### src/rtl/uart_frame_transmitter_pkg.sv
// Shared definitions for the UART frame transmitter: FSM states, baud table
// and frame geometry.
package uart_pkg;

  typedef enum logic [2:0] {
    IDLE,
    START,
    DATA,
    PARITY,
    STOP
  } tx_state_e;

  localparam int unsigned DATA_BITS  = 8;
  localparam int unsigned FRAME_BITS = 11;

  // Indexed by baud_select.
  localparam int unsigned BAUD_TABLE [8] = '{
    300, 1200, 4800, 9600, 19200, 38400, 57600, 115200
  };

  // Clocks per bit for a given code; only ever evaluated on constants.
  function automatic int unsigned bit_period(input int unsigned clk_freq,
                                             input int unsigned code);
    return clk_freq / BAUD_TABLE[code];
  endfunction

endpackage

### src/rtl/uart_frame_transmitter_if.sv
// Handshake and serial-line bundle between the encoder side and the transmitter.
interface uart_frame_transmitter_if;

  logic       tx_en;
  logic       tx_wr;
  logic [7:0] tx_data;
  logic [2:0] baud_select;
  logic       tx_d;
  logic       tx_busy;

  modport master (
    output tx_en, tx_wr, tx_data, baud_select,
    input  tx_d, tx_busy
  );

  modport slave (
    input  tx_en, tx_wr, tx_data, baud_select,
    output tx_d, tx_busy
  );

endinterface

### src/rtl/uart_frame_transmitter_baud_controller.sv
// Bit-period counter: counts 0..P-1 for the selected code and pulses bit_tick
// on the last count. clear holds the counter at zero.
module baud_controller
  import uart_pkg::*;
#(
  parameter int unsigned CLK_FREQ = 50_000_000
) (
  input  logic       clk,
  input  logic       reset,
  input  logic [2:0] baud_select,
  input  logic       clear,
  output logic       bit_tick
);

  localparam int unsigned P_MAX = bit_period(CLK_FREQ, 0);
  localparam int unsigned CNT_W = (P_MAX > 1) ? $clog2(P_MAX) : 1;

  typedef logic [CNT_W-1:0] cnt_t;

  // Terminal count per code, folded to constants so no divider is built.
  localparam cnt_t LAST_TAB [8] = '{
    cnt_t'(bit_period(CLK_FREQ, 0) - 1),
    cnt_t'(bit_period(CLK_FREQ, 1) - 1),
    cnt_t'(bit_period(CLK_FREQ, 2) - 1),
    cnt_t'(bit_period(CLK_FREQ, 3) - 1),
    cnt_t'(bit_period(CLK_FREQ, 4) - 1),
    cnt_t'(bit_period(CLK_FREQ, 5) - 1),
    cnt_t'(bit_period(CLK_FREQ, 6) - 1),
    cnt_t'(bit_period(CLK_FREQ, 7) - 1)
  };

  cnt_t cnt_q;
  cnt_t cnt_d;
  cnt_t last;

  always_comb begin
    last     = LAST_TAB[baud_select];
    cnt_d    = cnt_q + cnt_t'(1);
    bit_tick = 1'b0;
    if (clear) begin
      cnt_d = '0;
    end else if (cnt_q == last) begin
      cnt_d    = '0;
      bit_tick = 1'b1;
    end
  end

  always_ff @(posedge clk or posedge reset) begin
    if (reset) begin
      cnt_q <= '0;
    end else begin
      cnt_q <= cnt_d;
    end
  end

endmodule

### src/rtl/uart_frame_transmitter.sv
// Serialises one encoded byte per handshake as start, 8 data bits LSB-first,
// even parity and stop, at a run-time selectable bit rate.
module uart_frame_transmitter
  import uart_pkg::*;
#(
  parameter int unsigned CLK_FREQ = 50_000_000
) (
  input logic                     clk,
  input logic                     reset,
  uart_frame_transmitter_if.slave bus
);

  tx_state_e  state_q, state_d;
  logic [7:0] data_q, data_d;
  logic [2:0] baud_q, baud_d;
  logic [2:0] idx_q, idx_d;
  logic       parity_q, parity_d;
  logic       tx_d_q, tx_d_d;
  logic       busy_q, busy_d;

  logic       clear;
  logic       bit_tick;

  baud_controller #(
    .CLK_FREQ (CLK_FREQ)
  ) u_baud (
    .clk         (clk),
    .reset       (reset),
    .baud_select (baud_q),
    .clear       (clear),
    .bit_tick    (bit_tick)
  );

  // Acceptance is gated on the FSM being idle; tx_busy is the registered
  // view of that, which yields a single idle-high clock between frames.
  always_comb begin
    state_d  = state_q;
    data_d   = data_q;
    baud_d   = baud_q;
    idx_d    = idx_q;
    parity_d = parity_q;
    clear    = 1'b0;

    unique case (state_q)
      IDLE: begin
        clear = 1'b1;
        if (bus.tx_en && bus.tx_wr) begin
          data_d   = bus.tx_data;
          baud_d   = bus.baud_select;
          parity_d = ^bus.tx_data;
          idx_d    = '0;
          state_d  = START;
        end
      end
      START: begin
        if (bit_tick) state_d = DATA;
      end
      DATA: begin
        if (bit_tick) begin
          if (idx_q == 3'(DATA_BITS - 1)) begin
            idx_d   = '0;
            state_d = PARITY;
          end else begin
            idx_d = idx_q + 3'd1;
          end
        end
      end
      PARITY: begin
        if (bit_tick) state_d = STOP;
      end
      STOP: begin
        if (bit_tick) state_d = IDLE;
      end
      default: state_d = IDLE;
    endcase
  end

  // Line level and busy flag are registered from the current state so the
  // output never glitches; they trail the state register by one clock.
  always_comb begin
    tx_d_d = 1'b1;
    unique case (state_q)
      IDLE:    tx_d_d = 1'b1;
      START:   tx_d_d = 1'b0;
      DATA:    tx_d_d = data_q[idx_q];
      PARITY:  tx_d_d = parity_q;
      STOP:    tx_d_d = 1'b1;
      default: tx_d_d = 1'b1;
    endcase
    busy_d = (state_q != IDLE);
  end

  always_ff @(posedge clk or posedge reset) begin
    if (reset) begin
      state_q  <= IDLE;
      data_q   <= '0;
      baud_q   <= '0;
      idx_q    <= '0;
      parity_q <= 1'b0;
      tx_d_q   <= 1'b1;
      busy_q   <= 1'b0;
    end else begin
      state_q  <= state_d;
      data_q   <= data_d;
      baud_q   <= baud_d;
      idx_q    <= idx_d;
      parity_q <= parity_d;
      tx_d_q   <= tx_d_d;
      busy_q   <= busy_d;
    end
  end

  assign bus.tx_d    = tx_d_q;
  assign bus.tx_busy = busy_q;

endmodule

### src/flat_wrapper.sv
// flat-port wrapper written by rule: the top's interface ports become plain ports
module uart_frame_transmitter_flat import uart_pkg::*;
#(
  parameter int unsigned CLK_FREQ = 50_000_000
)
  (clk, reset, bus_tx_en, bus_tx_wr, bus_tx_data, bus_baud_select, bus_tx_d, bus_tx_busy);
  uart_frame_transmitter_if bus_i ();
  input logic clk;
  input logic reset;
  input wire logic [$bits(bus_i.tx_en)-1:0] bus_tx_en;
  input wire logic [$bits(bus_i.tx_wr)-1:0] bus_tx_wr;
  input wire logic [$bits(bus_i.tx_data)-1:0] bus_tx_data;
  input wire logic [$bits(bus_i.baud_select)-1:0] bus_baud_select;
  output wire logic [$bits(bus_i.tx_d)-1:0] bus_tx_d;
  output wire logic [$bits(bus_i.tx_busy)-1:0] bus_tx_busy;
  assign bus_i.tx_en = bus_tx_en;
  assign bus_i.tx_wr = bus_tx_wr;
  assign bus_i.tx_data = bus_tx_data;
  assign bus_i.baud_select = bus_baud_select;
  assign bus_tx_d = bus_i.tx_d;
  assign bus_tx_busy = bus_i.tx_busy;
  uart_frame_transmitter #(.CLK_FREQ(CLK_FREQ)) u_core (.clk(clk), .reset(reset), .bus(bus_i));
endmodule
### config.mk
export PLATFORM = sky130hd
export DESIGN_NAME = uart_frame_transmitter_flat
export DESIGN_NICKNAME = d
export VERILOG_FILES = /design/src/rtl/uart_frame_transmitter_pkg.sv /design/src/rtl/uart_frame_transmitter_if.sv /design/src/rtl/uart_frame_transmitter_baud_controller.sv /design/src/rtl/uart_frame_transmitter.sv /design/src/flat_wrapper.sv
export SDC_FILE = /design/constraint.sdc
export NUM_CORES = 1
export LEC_CHECK = 0
export BUFFER_PORTS_ARGS = -buffer_cell sky130_fd_sc_hd__clkbuf_2
export CELL_PAD_IN_SITES_DETAIL_PLACEMENT = 2
export CELL_PAD_IN_SITES_GLOBAL_PLACEMENT = 2
export CORE_MARGIN = 2
export CORE_UTILIZATION = 39
export CTS_CLUSTER_DIAMETER = 150
export CTS_CLUSTER_SIZE = 25
export DETAILED_ROUTE_END_ITERATION = 8
export GPL_ROUTABILITY_DRIVEN = 0
export GPL_TIMING_DRIVEN = 0
export PLACE_DENSITY_LB_ADDON = 0.1
export SYNTH_ARGS = -nofsm -noshare
export SYNTH_HDL_FRONTEND = slang
export SYNTH_HIERARCHICAL = 1
export SYNTH_SLANG_ARGS = --single-unit
### constraint.sdc
create_clock -name clk -period 3.7 [get_ports clk]
set_clock_uncertainty 0.1 [all_clocks]
set_input_delay 0.555 -clock clk [delete_from_list [all_inputs] [get_ports clk]]
set_output_delay 0.555 -clock clk [all_outputs]
set_load 0.005 [all_outputs]
## After elaboration in Yosys (flattened, before gate mapping)

Memory sizes are Yosys's and may differ from the RTL's.
Cells that the tools add are included.

| storage, ports and cells | value |
|---|---|
| memory bits (read-only) | 144 |
| output and inout port bits | 2 |
| bits of input ports | 15 |
| bits in registers | 38 |
| memories | 1 |

| operators by class | value |
|---|---|
| reduce and logical (&&, ||, !) cells | 8 |
| muxes and demuxes | 21 |
| $lt $le $gt $ge | 2 |
| $add $sub $neg | 2 |
| equal/unequal tests | 12 |
| bitwise operators | 1 |

Memory list:

| name | words | bits a word | rd ports | clocked after memory_dff | write ports | RTL line | RTL |
|---|---|---|---|---|---|---|---|
| (name not given) | 8 | 18 | 1 | 0 | 0 | uart_frame_transmitter_baud_controller.sv:37 | `last = LAST_TAB[baud_select];` |

Operators with widths:

| operator | number |
|---|---|
| 2-to-1 mux 18 bit | 4 |
| 2-to-1 mux 3 bit | 9 |
| adder 18 x 1 -> 18 bit, second input constant | 1 |
| == test 18 bit | 1 |
| one-hot mux 3 bit (5 select lines) | 1 |
| != test 2 x 1 -> 1 bit, second input constant | 6 |
| parity 8 bit | 1 |
| == test 3 x 2 -> 1 bit, second input constant | 2 |
| == test 3 bit, second input constant | 2 |
| one-hot mux 3 bit (2 select lines) | 1 |
| AND reduction 6 bit | 1 |
| greater-or-equal comparator 4 bit, second input constant | 1 |
| less-than comparator 3 x 4 -> 1 bit, second input constant | 1 |
| 2-to-1 mux 1 bit | 4 |
| NOT 3 -> 4 bit | 1 |
| adder 3 x 1 -> 3 bit, second input constant | 1 |
| binary-select mux 1 bit (select 3 bit) | 1 |
| == test 3 x 1 -> 1 bit, second input constant | 1 |
| zero test 3 bit | 1 |
| one-hot mux 1 bit (3 select lines) | 1 |
| AND reduction 3 bit | 1 |
| nonzero test 3 bit | 1 |
| AND reduction 2 bit | 1 |
| nonzero test 2 bit | 1 |
| logical AND 1 bit | 1 |

## Longest topological paths before layout

| logic depth | value |
|---|---|
| depth in word-level cells | 9 |
| mapped depth | 10 |

## By module

The synthesis kept the hierarchy.

Modules (own cells, without submodules):

| module | cells each | sequential area each (µm²) | times used | area each (µm²) |
|---|---|---|---|---|
| baud_controller | 139 | 450.4 | 1 | 1278.7 |
| uart_frame_transmitter | 82 | 501.7 | 1 | 977.2 |

## Worst setup path before layout

Ideal clock, no wire load.

| path | value |
|---|---|
| kind | register to register |
| from | register u_core.baud_q[0] |
| to | register u_core.idx_q[0] |
| clock period less this slack | 2.891 ns |
| library setup time | 0.120 ns |
| arrival time | 2.671 ns |
| setup slack | 0.809 ns |
| buffers on the path | 0 |
| stages on the path, launching flop included | 9 |
| cells stage by stage | dfrtp_1 ha_1 or3_1 a221oi_2 o2111ai_2 nor4_4 nor2b_1 nand3_1 a31o_2 |

| between the ends | value |
|---|---|
| longest elaborated chain between the ends | 9 |

RTL lines:

| element | RTL line | RTL |
|---|---|---|
| from (decl) | uart_frame_transmitter.sv:15 | `logic [2:0] baud_q, baud_d;` |
| from (signal assigned) | uart_frame_transmitter.sv:105 | `baud_q <= baud_d;` |
| NOT 3 -> 4 bit (implied by the code) | uart_frame_transmitter_baud_controller.sv:37 |  |
| memory (8 x 18 bit) | -- |  |
| 2-to-1 mux 18 bit (implied by the code) (2 in series) | uart_frame_transmitter_baud_controller.sv:37 |  |
| == test 18 bit | uart_frame_transmitter_baud_controller.sv:42 | `end else if (cnt_q == last) begin` |
| 2-to-1 mux 1 bit | uart_frame_transmitter_baud_controller.sv:42 |  |
| 2-to-1 mux 1 bit | uart_frame_transmitter_baud_controller.sv:40 | `if (clear) begin` |
| via u_core.bit_tick | uart_frame_transmitter.sv:22 | `logic bit_tick;` |
| != test 2 x 1 -> 1 bit (no source line) | -- |  |
| AND reduction 3 bit (no source line) | -- |  |
| to (signal assigned) | uart_frame_transmitter.sv:106 | `idx_q <= idx_d;` |
| to (decl) | uart_frame_transmitter.sv:16 | `logic [2:0] idx_q, idx_d;` |

The timed path passes the listed nets, and every way through them passes these cells. The select of a mux whose other input is x is not followed.
A chain may end at the register's enable or synchronous reset.

## Worst setup path in the final report

Ends and elaborated chain as after synthesis.

==> reports/qor.yml <==
timing:
  maxSlewHeadroom_pct: 41.0
  max_freq_mhz: 296
  rsz0062_at_grt: "false"
  hold_viol_final: 0
  maxSlewViolCount: 0
  timing.final.crit_share_pct: 91.3
  worst_slew_pin_slew_ps: 877
  finalSetupViolCount: 0
  period_minus_slack_ps: 3380
  tns_ps: 0
global_routing:
  grt-ovfl-total: 0
  met2_usage_pct: 35.6
  grt_usage_pct: 19.4
  grt-busiest-layer: "met2"
  grt_pass1_vias: 1933
  use_met3_pct: 4.04
  met1_usage_pct: 23.2
  antenna_found_initial: 0
  grt_pass1_wl_um: 9470
  grt_max_degree: 21
clock_network:
  ctsHoldBuffers: 0
  path_clk_slew_ps: 80
  cts_tree: "built"
  cts_resized: 0
  clock_sinks: 38
  cts_setup_buffers: 0
  h-tree-depth: 2
  cts_made_buffers: 5
  clk_latency_ps: 290
  ctsRootBufferMaster: "clkbuf_8"
  clockBufferDepth: 2
setup_path:
  crit_path_end_kind: "flop"
  critPathSlowestCell: "nor4_4"
  path_cells: "ha_1 -> or3_1 -> a221oi_2 -> o2111ai_2 -> nor4_4 -> nor2b_1 -> nand3_1 -> a31o_2"
  critPathBufInv: 0
  cpPeakStageDelay_ps: 550
  path_delay_family: "simple AND/OR/NAND/NOR gates"
  criticalPathCategory: "flop to flop"
  crit_arrival_ps: 3460
  worstPathRequired_ps: 3780
  cp-start-kind: "flop"
  crit_fanout: 10
die:
  die_h_um: 80.1
  io_pins: 17
  rows: 27
  start_util_pct: 40.7
  fp.dieW_um: 80.1
  dieArea_um2: 6410
  core_um2: 5540
yosys:
  ys_warn_count: 6
  syn_nets: 245
  syn_inst: 221
  yosys.cell_types.count: 42
  synth.area.top_cells: "dfrtp_1 (41%), xnor2_1 (6.6%), mux2_2 (6.0%)"
  synth_area_um2: 2260
  async_flop_share_pct: 100
  ys_ff_latch: 38
  yosys.area.top_type_share_pct: 41.0
  synth_edf_count: 0
  synth_top_cell_by_area: "dfrtp_1"
  ys.flop_type: "dfrtp_1"
  avgSynthCellArea_um2: 10.2
  yosysSeqAreaShare_pct: 42.2
route:
  firstDrtPassIters: 3
  drtAntennaViolNets: 0
  wl_per_cell_um: 17.1
  initialDrtViolationCount: 40
  drt_wl_total_um: 5420
  vias: 1702
  routed_via_density: 5.37
  drcViolationCount: 0
power_and_ir_drop:
  cellPowerDensity_nw_per_um2: 624
  netSwitchingFraction_pct: 38.7
  p_seq_share_pct: 40.9
  p_switching_mw: 0.607
  p_int_mw: 0.962
  clock_power_share_pct: 18.1
  peakVddDrop_uv: 281
  p_leak_nw: 1.11
  pwr-share-comb_pct: 41.0
place:
  placed_cells: 309
  port-buffer-count: 16
  hpwlAfterDp_um: 4120
cells_and_area:
  antenna_cells: 0
  finalNetCount: 268
  areaGrowthSynthToFinish_pct: 11.4
  drive_above_1_share_pct: 20.4
  fin_cells: 317
flow_run:
  drv_cap: 0
outcome:
  outcome: "completed"
hold_path:
  worst_hold_path_type: "input pin to async pin"
[cell families after synthesis]
group / share of synthesized area (%)
multiplexers: 8.93
adder cells (fa/ha/maj): 4.99
buffers and inverters: 4.77
flip-flops: 42.2
AO/OA/AOI/OAI: 6.88
AND/OR/NAND/NOR: 21.4
XOR/XNOR: 10.9
[registers in the layout, summed over array words and instances (netlist names)]
register             flops
u_core/baud_q            3
u_core/u_baud/cnt_q     18
u_core/bus.tx_d          1
u_core/state_q           3
u_core/bus.tx_busy       1
u_core/idx_q             3
u_core/data_q            8
u_core/parity_q          1
[cell usage in the layout (no fill, tap or decap), drive strengths merged, types with 7 or more instances in the layout]
cell / synthesis / routed
inv: 11 / 11
nor3: 19 / 19
o21ai: 7 / 7
nand3: 16 / 16
nand2: 7 / 7
ha: 9 / 9
xor2: 11 / 11
nor2: 14 / 14
dfrtp: 37 / 37
clkbuf: 3 / 25
mux2: 12 / 12
buf: 7 / 7
xnor2: 17 / 17
[metrics by stage]
| step | setup WS (ps) | hold slack, ps | util, % | cell area [um2] | power (mW) |
|---|---|---|---|---|---|
| after CTS | 267 | 289 | 45.3 | 2510 | 1.60 |
| after global routing | 12.6 | 318 | 45.3 | 2510 | 1.70 |
| after detailed placement | 337 | 396 | 43.8 | 2430 | 1.30 |
| after global placement | 367 | 384 | 43.8 | 2430 | 1.26 |
| final | 321 | 271 | 45.3 | 2510 | 1.57 |
| after floorplan | 809 | 358 | - | 2260 | 1.12 |
[cell type report]
class	instances	area (um2)
fill	624	3030
tap	72	90.1
sequential	38	952
clock inverter	2	13.8
buffer	10	66.3
clock buffer	6	72.6
timing repair buffer	16	80.1
inverter	11	41.3
multi-input combinational	162	1200
[metal layers]
metal  wire length [um]  up-vias
met5                  0        -
met4                 42        0
met3                 95        4
met2               2900       12
met1               2380      867
li1                   -      819
[synth_stat cells, drive strengths merged, types with 2 or more instances]
| cell type | count |
|---|---|
| a21oi | 4 |
| and2 | 2 |
| and3 | 6 |
| and3b | 2 |
| buf | 7 |
| clkbuf | 3 |
| dfrtp | 37 |
| ha | 9 |
| inv | 11 |
| mux2 | 12 |
| mux2i | 4 |
| nand2 | 7 |
| nand2b | 2 |
| nand3 | 16 |
| nand3b | 2 |
| nand4 | 3 |
| nor2 | 14 |
| nor2b | 4 |
| nor3 | 19 |
| nor3b | 3 |
| nor4 | 2 |
| o2111ai | 2 |
| o21ai | 7 |
| or3 | 3 |
| or4 | 2 |
| xnor2 | 17 |
| xor2 | 11 |
[path summary, 6_finish.rpt]
| kind | start | to | slack (ps) | cells after the start |
|---|---|---|---|---|
| max | u_core/baud_q[0] | u_core/idx_q[0] | 320 | 8 |
| min | reset | u_core/u_baud/cnt_q[7] | 270 | 2 |
| max reg2reg | u_core/baud_q[0] | u_core/idx_q[0] | 320 | 8 |
| min reg2reg | u_core/data_q[1] | u_core/data_q[1] | 410 | 1 |
| max in group asynchronous | reset | u_core/baud_q[1] | 2700 | 2 |
| min in group clk | bus_baud_select[0] | u_core/baud_q[0] | 390 | 2 |
[power by group through the flow]
stage	combinational, mW	clock, mW	sequential, mW
final	0.642	0.284	0.642
after global routing	0.721	0.316	0.664
after CTS	0.653	0.297	0.648
after detailed placement	0.645	0	0.655
after global placement	0.616	0	0.646
after floorplan	0.508	0	0.609
(Power assumes the default switching activity.)
